===== src/rtl/request_conditioner.sv =====
// Conditions raw pedestrian-button and emergency-sensor inputs for a traffic-light
// controller: synchronise, debounce, sequence pedestrian requests, and police emergency requests.
module request_conditioner #(
   parameter int DEBOUNCE_CYCLES = 4,
   parameter int PED_COOLDOWN    = 10,
   parameter int EMG_HOLD        = 8,
   parameter int EMG_TIMEOUT     = 200
) (
   input  logic clk,
   input  logic reset,
   input  logic ped_button,
   input  logic emg_sensor,
   input  logic ped_green,
   output logic pedestrian_req,
   output logic emergency,
   output logic ped_wait,
   output logic emg_fault
);

   localparam logic [7:0] DB_LAST   = 8'(DEBOUNCE_CYCLES - 1);
   localparam logic [7:0] COOL_LOAD = 8'(PED_COOLDOWN);
   localparam logic [7:0] HOLD_LOAD = 8'(EMG_HOLD);
   localparam logic [7:0] TO_LAST   = 8'(EMG_TIMEOUT - 1);

   typedef enum logic [1:0] {IDLE, PENDING, SERVING, COOLDOWN} ped_state_t;

   logic [1:0] raw_in;
   logic [1:0] db_val;

   assign raw_in = {emg_sensor, ped_button};

   // Bit 0 is the pedestrian button, bit 1 the emergency sensor.
   genvar gi;
   generate
      for (gi = 0; gi < 2; gi++) begin : g_deb
         logic       s1_reg;
         logic       s2_reg;
         logic       db_reg;
         logic [7:0] cnt_reg;

         always_ff @(posedge clk or posedge reset) begin
            if (reset) begin
               s1_reg  <= 1'b0;
               s2_reg  <= 1'b0;
               db_reg  <= 1'b0;
               cnt_reg <= '0;
            end else begin
               s1_reg <= raw_in[gi];
               s2_reg <= s1_reg;
               if (s2_reg != db_reg) begin
                  if (cnt_reg == DB_LAST) begin
                     db_reg  <= s2_reg;
                     cnt_reg <= '0;
                  end else if (cnt_reg != 8'hFF) begin
                     cnt_reg <= cnt_reg + 8'd1;
                  end
               end else begin
                  cnt_reg <= '0;
               end
            end
         end

         assign db_val[gi] = db_reg;
      end
   endgenerate

   // ---------------- pedestrian path ----------------
   ped_state_t state_reg, state_next;
   logic [7:0] cool_cnt_reg, cool_cnt_next;
   logic       latch_reg, latch_next;
   logic       ped_db_prev_reg;
   logic       ped_rise;

   assign ped_rise = db_val[0] & ~ped_db_prev_reg;

   always_ff @(posedge clk or posedge reset) begin
      if (reset) begin
         state_reg       <= IDLE;
         cool_cnt_reg    <= '0;
         latch_reg       <= 1'b0;
         ped_db_prev_reg <= 1'b0;
      end else begin
         state_reg       <= state_next;
         cool_cnt_reg    <= cool_cnt_next;
         latch_reg       <= latch_next;
         ped_db_prev_reg <= db_val[0];
      end
   end

   always_comb begin
      state_next    = state_reg;
      cool_cnt_next = cool_cnt_reg;
      latch_next    = latch_reg;
      case (state_reg)
         IDLE: begin
            if (ped_rise) state_next = PENDING;
         end
         PENDING: begin
            if (ped_green) state_next = SERVING;
         end
         SERVING: begin
            if (!ped_green) begin
               state_next    = COOLDOWN;
               cool_cnt_next = COOL_LOAD;
            end
         end
         COOLDOWN: begin
            if (ped_rise) latch_next = 1'b1;
            // A press landing on the final cooldown cycle still counts.
            if (cool_cnt_reg <= 8'd1) begin
               state_next    = (latch_reg || ped_rise) ? PENDING : IDLE;
               latch_next    = 1'b0;
               cool_cnt_next = '0;
            end else begin
               cool_cnt_next = cool_cnt_reg - 8'd1;
            end
         end
         default: begin
            state_next    = IDLE;
            cool_cnt_next = '0;
            latch_next    = 1'b0;
         end
      endcase
   end

   assign pedestrian_req = (state_reg == PENDING);
   assign ped_wait       = (state_reg == PENDING) || ((state_reg == COOLDOWN) && latch_reg);

   // ---------------- emergency path ----------------
   logic       emergency_reg;
   logic       emg_fault_reg;
   logic [7:0] hold_cnt_reg;
   logic [7:0] to_cnt_reg;

   always_ff @(posedge clk or posedge reset) begin
      if (reset) begin
         emergency_reg <= 1'b0;
         emg_fault_reg <= 1'b0;
         hold_cnt_reg  <= '0;
         to_cnt_reg    <= '0;
      end else if (emg_fault_reg) begin
         emergency_reg <= 1'b0;
         to_cnt_reg    <= '0;
         if (!db_val[1]) emg_fault_reg <= 1'b0;
      end else if (emergency_reg && (to_cnt_reg == TO_LAST)) begin
         emergency_reg <= 1'b0;
         emg_fault_reg <= 1'b1;
         to_cnt_reg    <= '0;
      end else begin
         if (emergency_reg) begin
            if (to_cnt_reg != 8'hFF) to_cnt_reg <= to_cnt_reg + 8'd1;
         end else begin
            to_cnt_reg <= '0;
         end
         // Sensor high (re)arms the hold; once it drops, the hold runs down.
         if (db_val[1]) begin
            emergency_reg <= 1'b1;
            hold_cnt_reg  <= HOLD_LOAD;
         end else if (emergency_reg) begin
            if (hold_cnt_reg == 8'd0) emergency_reg <= 1'b0;
            else                      hold_cnt_reg  <= hold_cnt_reg - 8'd1;
         end
      end
   end

   assign emergency = emergency_reg;
   assign emg_fault = emg_fault_reg;

endmodule


===== config.mk =====
export PLATFORM = sky130hd
export DESIGN_NAME = request_conditioner
export DESIGN_NICKNAME = d
export VERILOG_FILES = /design/src/rtl/request_conditioner.sv
export SDC_FILE = /design/constraint.sdc
export NUM_CORES = 1
export LEC_CHECK = 0
export CAP_MARGIN = 20
export CORE_MARGIN = 1.5
export CORE_UTILIZATION = 30
export CTS_CLUSTER_DIAMETER = 150
export DETAILED_ROUTE_END_ITERATION = 10
export PLACE_DENSITY_LB_ADDON = 0.05
export SYNTH_ARGS = -nofsm -noshare
export SYNTH_HDL_FRONTEND = slang
export SYNTH_SLANG_ARGS = --single-unit
export TNS_END_PERCENT = 100

===== constraint.sdc =====
create_clock -name clk -period 4.5 [get_ports clk]
set_input_delay 1.125 -clock clk [delete_from_list [all_inputs] [get_ports clk]]
set_output_delay 1.125 -clock clk [all_outputs]
set_load 0.05 [all_outputs]

Word-level counts from Yosys, hierarchy flattened

Cells that the tools add are included.

$add $sub $neg: 5
Order comparisons: 1
Equality and inequality tests: 19
Mux-type cells: 32
Bitwise operators: 4
Reduce and logical (&&, ||, !) cells: 15

Operators with widths:

| kind                | number |
|---|---|
| $mux 8              | 15 |
| $add 8x1->8 const B | 3 |
| $ne 8x8->1 const B  | 3 |
| $eq 8x2->1 const B  | 2 |
| $pmux 8 s2          | 1 |
| $sub 8x1->8 const B | 2 |
| $mux 1              | 11 |
| $ne 2x2->1 const B  | 5 |
| $eq 8x8->1 const B  | 1 |
| $le 8x1->1 const B  | 1 |
| $logic_not 8->1     | 1 |
| $mux 2              | 4 |
| $pmux 2 s4          | 1 |
| $reduce_and 2->1    | 4 |
| $reduce_and 4->1    | 2 |
| $ne 3x1->1 const B  | 2 |
| $reduce_bool 2->1   | 3 |
| $eq 2x2->1 const B  | 2 |
| $ne 4x1->1 const B  | 1 |
| $not 1->1           | 3 |
| $eq 2x1->1 const B  | 1 |
| $logic_and 1x1->1   | 2 |
| $logic_not 2->1     | 1 |
| $logic_or 1x1->1    | 2 |
| 2 further kinds     | 3 |

Register bits after elaboration: 52
Output and inout bits: 4
Word-level logic and storage cells: 92

Depth between registers and ports, before layout

Gate-level depths: netlist of run 1.

Depth after elaboration: 6
Depth in mapped cells: 7

Least setup slack after synthesis of run 1

Ideal clock, no wire load.

Path kind: flip-flop to output port
Start: register state_reg[1]
End: output ped_wait
Arrival: 1403 ps
Required time: 3375 ps
Path slack: 1972 ps
Stages on the path, launching flop included: 5
Path through: dfrtp_1 -> inv_1 -> ha_1 -> inv_1 -> nand2_1

RTL lines:

| element                | RTL line | source |
|---|---|---|
| start, declared        | 68       | `ped_state_t state_reg, state_next;` |
| start signal, assigned | 83       | `state_reg <= state_next;` |
| $eq 2x1->1             | n/a      |  |
| net pedestrian_req     | 14       | `output logic pedestrian_req,` |
| $logic_or 1x1->1       | 127      | `assign ped_wait = (state_reg == PENDING) \|\| ((state_reg == COOLDOWN) && latch_reg);` |
| end, declared          | 16       | `output logic ped_wait,` |

The timed path passes the listed nets, and every way through them passes these cells.

Final worst setup path of run 1

Start: register state_reg[0]
End: output ped_wait

Cells in the longest elaborated chain, start to end: 3

RTL lines:

| element            | RTL line |
|---|---|
| $eq 2x2->1         | 127 |
| $logic_and 1x1->1  | 127 |
| $logic_or 1x1->1 * | 127 |

Mark *: on every way between the ends. The rest lies on a longest branch, timed or not.

==> results.yml, run 1 <==
timing:
  slew_violations: 0
  max_clock_freq_mhz: 304.1
  worst_pin_slew_ns: 0.9010
  setup_tns_ns: 0
  fin_crit_ns: 3.289
  relSlewSlack_pct: 39.94
  setup_viol: 0
  fin_crit_sh_pct: 73.08
  rsz0062_at_grt: "no"
  fin_skew_ns: 0.002951
  hold_violations: 0
worst_setup_path:
  path_cells: "ha_1, nand2_1, nand2_1, clkdlybuf4s50_1"
  critPathMaxStageDelay_ns: 0.79
  crit_top_cell: "nand2_1"
  cp.arrival_ns: 2.16
  setup.worst_path.end_class: "primary output"
  cp-start-kind: "register"
  path_max_fanout: 14
  path_class: "reg2out"
  cp_top_family: "buffers and inverters"
  cp_num_buf_inv: 1
  slowest_stage: "clkdlybuf4s50_1"
  crit_required_ns: 3.38
pwr:
  switching_share_pct: 40.33
  pwr-share-seq_pct: 42.6
  worst_ir_drop_vdd_uv: 158.4
  comb_power_share_pct: 40.1
  p_leak_nw: 1.361
  internal-power_w: 0.001008
  p_switching_w: 0.0006811
  clockPowerShare_pct: 17.3
  p_per_area_nw_per_um2: 553.2
floorplanning:
  start_util_pct: 31.28
  fp-row-count: 34
  ios: 9
  die_area_sq_um: 9811
  die_h_um: 99.05
  die_w_um: 99.05
  core_sq_um: 8848
global_routing:
  grt_pass1_vias: 2096
  grt_antenna_before_repair: 0
  grt_max_degree: 30
  gr-total-overflow: 0
  grt_pass1_wl_um: 9832
  track_usage_pct: 12.17
yosys:
  syn_nets: 302
  netlist_top_cells_count: "dfrtp_1, nor2_1, nand2_1"
  synth.most_common_cell: "dfrtp_1"
  yosys.area.top_type: "dfrtp_1"
  yosys.cell_types.count: 56
  syn_inst: 286
  synthArstFlopShare_pct: 100.0
  netlist.area_leader.share_pct: 47.02
  syn_area_per_cell_sq_um: 9.677
  synth_seq_cells: 52
  netlist_top_cells_area: "dfrtp_1, ha_1, nor2_1"
  syn_area_sq_um: 2768
  yosysSeqAreaShare_pct: 47.02
  yosysWarnings: 0
  synth_edf_count: 0
  ys.flop_type: "dfrtp_1"
placed_design:
  hpwl_um: 3790
  numPlacedInstances: 396
  io_buffers: 8
  gp_congestion: 0.7226
outcome:
  status: "completed"
detailed_routing:
  top_layer: "met4"
  wl_met3_um: 99
  drt-pass1-iter-count: 4
  dr_total_vias: 2134
  wl_um: 5541
  drt_iter0_markers: 83
  ant_nets: 0
  route.met2.wl_um: 2544
  drc: 0
  wl_met1_um: 2842
  avgViaCountPerCell: 5.295
  wl_per_cell_um: 13.75
clock_network:
  path_clk_slew_ns: 0.09
  cts_root_buffer: "clkbuf_8"
  clock_sinks: 52
  h-tree-depth: 2
  cts_tree: "built"
  insertion_delay_ns: 0.30
  postCtsSetupRepairBufs: 0
  cts_resized: 0
  hold_buffers: 0
  numCtsBuffers: 5
  clockBufferDepth: 2
layout:
  nFillCells: 909
  n_antenna_cell: 0
  instances_no_fill: 403
  regArea_sq_um: 1301
  nets: 311
  largest_reg_flops: 16
  drive_above_1_share_pct: 6.102
  area_growth_pct: 10.31
  multi_input_area_sq_um: 1380
job:
  drv_cap: 0
min_path:
  min_path_type: "reg2reg"
[metal layers]
layer  GRT usage (%)  vias to the layer above
li1                -                     1082
met1           15.90                     1038
met4           4.009                        0
met3           2.553                        5
met2           20.16                        9
met5               0                        -
[final cells by class]
cell class / count / area share, %
multi-input cells: 213 / 45.20
flip-flops and latches: 52 / 42.62
well taps: 108 / 4.426
clock buffers: 7 / 3.156
repair buffers: 9 / 2.869
inverters: 14 / 1.721
[final timing paths]
path | start | end | slack, ns | cells past startpoint
max | state_reg[0]$_DFFE_PP0P_ | ped_wait | 1.21 | 4
min | g_deb[1].s1_reg$_DFF_PP0_ | g_deb[1].s2_reg$_DFF_PP0_ | 0.36 | 0
max reg2reg | to_cnt_reg[0]$_DFFE_PP0P_ | hold_cnt_reg[6]$_DFFE_PP0P_ | 2.07 | 5
min reg2reg | g_deb[1].s1_reg$_DFF_PP0_ | g_deb[1].s2_reg$_DFF_PP0_ | 0.36 | 0
max in group asynchronous | reset | hold_cnt_reg[5]$_DFFE_PP0P_ | 2.52 | 3
min in group asynchronous | reset | state_reg[1]$_DFFE_PP0P_ | 1.21 | 2
[cell usage in the layout, fill, tap and decap left out, types with 4 or more instances in the layout]
cell type and count:
or3_1 4, ha_1 11, nor2_1 26, nor3_1 14
and2_1 4, clkbuf_8 7, a31oi_1 7, clkdlybuf4s50_1 8
o21ai_0 16, a21oi_1 11, and3_1 9, inv_1 13
dfrtp_1 52, nand3_1 12, nand4_1 5, xor2_1 6
o211ai_1 4, nand2_1 21, or4_1 5
[cells by family after synthesis]
group | share of synthesized area (%)
AOI/OAI and AO/OA | 16.77
xor gates and xnor gates | 2.215
adders and majority gates | 4.973
buffers and inverters | 3.119
DFF | 47.02
muxes | 2.079
and+or+nand+nor | 23.83
[metrics by stage]
stage	hold slack (ns)	utilization [%]	power [W]	cell area, sq um	setup WS (ns)
after detailed placement	0.3355	33.41	0.001413	2957	1.533
final	0.3557	34.50	0.001689	3053	1.211
after global placement	0.3341	33.41	0.001416	2957	1.578
after global routing	0.3660	34.50	0.001842	3053	1.066
after CTS	0.3585	34.50	0.001711	3053	1.191
after floorplan	0.3312	-	0.001251	2768	1.972
[power by group through the flow]
| stage | registers [W] | logic [W] | clock network, W |
|---|---|---|---|
| 2_1_floorplan | 0.000690 | 0.000561 | 0 |
| 3_3_place_gp | 0.000729 | 0.000688 | 0 |
| 3_5_place_dp | 0.000728 | 0.000684 | 0 |
| 4_1_cts | 0.000720 | 0.000687 | 0.000305 |
| 5_1_grt | 0.000745 | 0.000775 | 0.000323 |
| 6_report | 0.000720 | 0.000677 | 0.000292 |
Note: power is estimated with default switching activity, not from simulation.
==> inputs of run 2 (changes only) <==
==> constraint.sdc (replaced) <==
create_clock -name clk -period 2.8 [get_ports clk]
set_input_delay 0.7 -clock clk [delete_from_list [all_inputs] [get_ports clk]]
set_output_delay 0.7 -clock clk [all_outputs]
set_load 0.05 [all_outputs]
==> run 2 against run 1 <==
Flip-flop and latch count unchanged. Via count about the same. Die area unchanged. Register-to-register slack got worse by 1.6 ns. Sequential power increased by 61%. Final cell count increased by 1.2%. Core utilization increased by 0.48 points. Clock power increased by 82%. Critical path depth decreased by 1. Design area increased by 1.4%. Global-route usage increased by 0.22 points.
==> results.yml, run 2 (synthesis gave the netlist of run 1 again) <==
floorplanning:
  start_util_pct: 31.28
  ios: 9
  die_h_um: 99.05
  die_w_um: 99.05
  die_area_sq_um: 9811
  fp-row-count: 34
  core_sq_um: 8848
global_routing:
  grt_max_degree: 21
  grt_pass1_wl_um: 9908
  gr-total-overflow: 0
  grt_pass1_vias: 2056
  grt_antenna_before_repair: 0
  track_usage_pct: 12.39
worst_setup_path:
  path_class: "reg2out"
  setup.worst_path.end_class: "primary output"
  startpoint: "state_reg[1]$_DFFE_PP0P_"
  cp.arrival_ns: 1.82
  crit_required_ns: 2.10
  cp_top_family: "buffers and inverters"
  rrSetupSlack_ns: 0.51
  slowest_stage: "clkdlybuf4s50_1"
  worstReg2RegStart: "to_cnt_reg[0]$_DFFE_PP0P_"
  cp-start-kind: "register"
  r2r_cells: 5
  critPathMaxStageDelay_ns: 0.80
  path_cells: "inv_1, ha_1, clkdlybuf4s50_1"
  path_max_fanout: 5
  cp-endpoint: "pedestrian_req"
  r2r-end: "hold_cnt_reg[6]$_DFFE_PP0P_"
  cp_num_buf_inv: 2
  worstSetupPathDepth: 3
detailed_routing:
  drt_iter0_markers: 79
  drt-pass1-iter-count: 4
  dr_total_vias: 2136
  ant_nets: 0
  avgViaCountPerCell: 5.235
  wl_um: 5640
  wl_per_cell_um: 13.82
  drc: 0
timing:
  slew_violations: 0
  worst_pin_slew_ns: 0.5930
  fin_crit_sh_pct: 90.01
  fin_crit_ns: 2.520
  fin_skew_ns: 0.01231
  setup_viol: 0
  max_clock_freq_mhz: 396.8
  rsz0062_at_grt: "no"
  relSlewSlack_pct: 60.46
  hold_violations: 0
  setup_tns_ns: 0
  worst_hold_slack_ns: 0.3519
clock_network:
  insertion_delay_ns: 0.31
  cts_resized: 0
  numCtsBuffers: 5
  hold_buffers: 0
  clock_sinks: 52
  clockBufferDepth: 2
  path_clk_slew_ns: 0.10
  cts_root_buffer: "clkbuf_8"
  postCtsSetupRepairBufs: 0
  h-tree-depth: 2
  cts_tree: "built"
pwr:
  pwr-share-seq_pct: 41.3
  switching_share_pct: 40.18
  p_per_area_nw_per_um2: 903.7
  p_leak_nw: 1.387
  internal-power_w: 0.001673
  p_switching_w: 0.001124
  clockPowerShare_pct: 19.0
  comb_power_share_pct: 39.7
  worst_ir_drop_vdd_uv: 283.6
layout:
  drive_above_1_share_pct: 8.000
  mostFrequentLayoutCell: "dfrtp_1"
  n_antenna_cell: 0
  final_cell_mix: "dfrtp_1, nor2_1, nand2_1"
  instances_no_fill: 408
  area_growth_pct: 11.84
  nets: 315
  largest_reg_flops: 16
outcome:
  status: "completed"
placed_design:
  numPlacedInstances: 400
  gp_congestion: 0.8313
  hpwl_um: 3910
  io_buffers: 8
min_path:
  holdPathStages: 0
  min_path_type: "reg2reg"
job:
  drv_cap: 0
run 2: cell types whose count changed in the layout (fill, tap and decap cells not counted):
cell	before	now
bufinv_16	0	1
clkinv_2	0	1
clkdlybuf4s50_1	8	7
clkinvlp_4	0	1
buf_4	1	6
clkbuf_8	7	5
run 2: worst min path at each step:
stage                              startpoint  slack (ns)                        end
floorplan           g_deb[0].s1_reg$_DFF_PP0_        0.33  g_deb[0].s2_reg$_DFF_PP0_
global route        g_deb[0].s1_reg$_DFF_PP0_        0.38  g_deb[0].s2_reg$_DFF_PP0_
CTS                 g_deb[0].s1_reg$_DFF_PP0_        0.36  g_deb[0].s2_reg$_DFF_PP0_
finish              g_deb[0].s1_reg$_DFF_PP0_        0.35  g_deb[0].s2_reg$_DFF_PP0_
global placement    g_deb[1].s1_reg$_DFF_PP0_        0.33  g_deb[1].s2_reg$_DFF_PP0_
detailed placement  g_deb[1].s1_reg$_DFF_PP0_        0.34  g_deb[1].s2_reg$_DFF_PP0_
run 2: final cells by class:
cell class | instances | area (sq um)
clock inverter | 3 | 42.54
inverter | 14 | 52.55
timing repair buffer | 13 | 115.1
tap | 108 | 135.1
sequential | 52 | 1301
fill | 897 | 5753
multi-input combinational | 213 | 1380
clock buffer | 5 | 68.82
run 2: layer usage:
layer | vias to the layer above | part of all wire (%) | global-route usage [%]
li1 | 1098 | - | -
met1 | 1013 | 50 | 16.99
met2 | 20 | 46 | 19.84
met3 | 5 | 2.0 | 2.128
met4 | 0 | 1.2 | 4.225
met5 | - | 0 | 0
run 2: worst reg2reg max path: cells and delay by family (launching register included):
| kind | cells | cell delay (ns) |
|---|---|---|
| AOI/OAI and AO/OA | 2 | 0.70 |
| adders and majority gates | 1 | 0.29 |
| DFF | 1 | 0.42 |
| and+or+nand+nor | 2 | 0.80 |
run 2: through the flow:
step	worst slack [ns]	total power, W	util, %	area, sq um
floorplan	0.6173	0.002010	-	2768
global placement	0.5626	0.002302	33.72	2984
detailed placement	0.5091	0.002285	33.72	2984
CTS	0.2644	0.002841	34.98	3095
global route	0.2033	0.003038	34.98	3095
finish	0.2799	0.002797	34.98	3095
run 2: power groups by stage:
stage	clock, W	combinational (W)	sequential [W]
3_5_place_dp	0	0.00112	0.00117
4_1_cts	0.000562	0.00112	0.00116
2_1_floorplan	0	0.000902	0.00111
6_report	0.000530	0.00111	0.00116
5_1_grt	0.000585	0.00127	0.00119
3_3_place_gp	0	0.00113	0.00117
==> inputs of run 3 (changes only) <==
--- a/config.mk
+++ b/config.mk
@@ -6,11 +6,13 @@
 export NUM_CORES = 1
 export LEC_CHECK = 0
 export CAP_MARGIN = 20
+export CORE_ASPECT_RATIO = 1.25
 export CORE_MARGIN = 1.5
 export CORE_UTILIZATION = 30
 export CTS_CLUSTER_DIAMETER = 150
 export DETAILED_ROUTE_END_ITERATION = 10
 export PLACE_DENSITY_LB_ADDON = 0.05
+export SLEW_MARGIN = 25
 export SYNTH_ARGS = -nofsm -noshare
 export SYNTH_HDL_FRONTEND = slang
 export SYNTH_SLANG_ARGS = --single-unit
==> run 3 against run 2 <==
Core utilization is 0.12 points lower. Clock skew is 0.0072 ns lower. Clock-buffer cell count is 1 higher. Critical endpoint unchanged. Largest power group unchanged.
==> results.yml, run 3 (synthesis gave the netlist of run 1 again) <==
clock_network:
  h-tree-depth: 2
  numCtsBuffers: 5
  path_clk_slew_ns: 0.07
  insertion_delay_ns: 0.29
  cts_tree: "built"
  hold_buffers: 0
  clock_sinks: 52
  postCtsSetupRepairBufs: 0
  clockBufferDepth: 2
  cts_resized: 0
  cts_root_buffer: "clkbuf_16"
layout:
  area_growth_pct: 14.33
  largest_reg_flops: 16
  drive_above_1_share_pct: 8.000
  multi_input_area_sq_um: 1380
  nets: 315
  regArea_sq_um: 1301
  n_antenna_cell: 0
  nFillCells: 982
  post-route-util_pct: 34.86
  final_cell_mix: "dfrtp_1, nor2_1, nand2_1"
  instances_no_fill: 423
  mostFrequentLayoutCell: "dfrtp_1"
timing:
  relSlewSlack_pct: 54.18
  setup_tns_ns: 0
  fin_crit_sh_pct: 88.62
  rsz0062_at_grt: "no"
  setup_viol: 0
  worst_pin_slew_ns: 0.6872
  hold_violations: 0
  fin_crit_ns: 2.481
  slew_violations: 0
  fin_ws_ns: 0.3185
  fin_skew_ns: 0.005090
  max_clock_freq_mhz: 403.0
  worst_hold_slack_ns: 0.3559
worst_setup_path:
  setup.worst_path.end_class: "primary output"
  path_cells: "inv_1, ha_1, clkdlybuf4s50_1"
  critPathMaxStageDelay_ns: 0.80
  cp_top_family: "buffers and inverters"
  crit_required_ns: 2.10
  slowest_stage: "clkdlybuf4s50_1"
  path_max_fanout: 5
  cp-start-kind: "register"
  path_class: "reg2out"
  cp_num_buf_inv: 2
  cp.arrival_ns: 1.78
floorplanning:
  start_util_pct: 30.49
  die_w_um: 88.91
  core_sq_um: 9076
  fp-row-count: 39
  die_area_sq_um: 9814
  ios: 9
  die_h_um: 110.4
detailed_routing:
  dr_total_vias: 2158
  drc: 0
  drt-pass1-iter-count: 4
  wl_per_cell_um: 14.07
  drt_iter0_markers: 82
  wl_um: 5951
  avgViaCountPerCell: 5.102
  ant_nets: 0
placed_design:
  io_buffers: 8
  gp_congestion: 0.7585
  pre_cts_ws_ns: 0.4527
  numPlacedInstances: 415
  hpwl_um: 4149
global_routing:
  grt_max_degree: 26
  track_usage_pct: 13.67
  grt_pass1_wl_um: 10310
  grt_antenna_before_repair: 0
  gr-total-overflow: 0
  grt_pass1_vias: 2121
min_path:
  min_path_type: "reg2reg"
pwr:
  p_per_area_nw_per_um2: 920.2
  worst_ir_drop_vdd_uv: 336.0
  p_leak_nw: 1.414
job:
  drv_cap: 0
outcome:
  status: "completed"
-- run 3: cell type report --
class,count,area share (%)
Clock buffer,6,4.389
Clock inverter,2,0.3163
Inverter,14,1.661
Multi-Input combinational cell,213,43.61
Sequential cell,52,41.12
Tap cell,123,4.864
Timing Repair Buffer,13,4.033
-- run 3: where the power goes --
group | internal, W | switching [W]
logic | 0.000469 | 0.000651
clock network | 0.000353 | 0.000281
registers | 0.000944 | 0.000214
-- run 3: path summary, 6_finish.rpt --
path,start,endpoint,slack (ns),cells past startpoint
setup / recovery,state_reg[1]$_DFFE_PP0P_,pedestrian_req,0.32,3
hold / removal,g_deb[1].s1_reg$_DFF_PP0_,g_deb[1].s2_reg$_DFF_PP0_,0.36,0
setup reg to reg,to_cnt_reg[0]$_DFFE_PP0P_,hold_cnt_reg[6]$_DFFE_PP0P_,0.49,5
hold reg to reg,g_deb[1].s1_reg$_DFF_PP0_,g_deb[1].s2_reg$_DFF_PP0_,0.36,0
max in group asynchronous,reset,hold_cnt_reg[4]$_DFFE_PP0P_,1.49,3
min in group asynchronous,reset,g_deb[0].s1_reg$_DFF_PP0_,0.78,2
-- run 3: worst register-to-register path: stages (launching register included) --
cell	delay (ns)
dfrtp_1	0.41
ha_1	0.29
and3_1	0.24
a311o_1	0.56
or4_1	0.57
a21boi_0	0.17
-- run 3: metal layers --
metal	global-route usage (%)	up-vias	share of wire, %
li1	-	1093	-
met1	16.92	1046	49
met2	23.54	12	48
met3	2.681	7	1.6
met4	4.688	0	1.6
met5	0	-	0
-- run 3: through the flow --
stage          cell area, sq um  power [W]
5_1_grt                    3164   0.003179
6_report                   3164   0.002912
3_3_place_gp               3015   0.002307
3_5_place_dp               3015   0.002303
4_1_cts                    3164   0.002964
2_1_floorplan              2768   0.002010
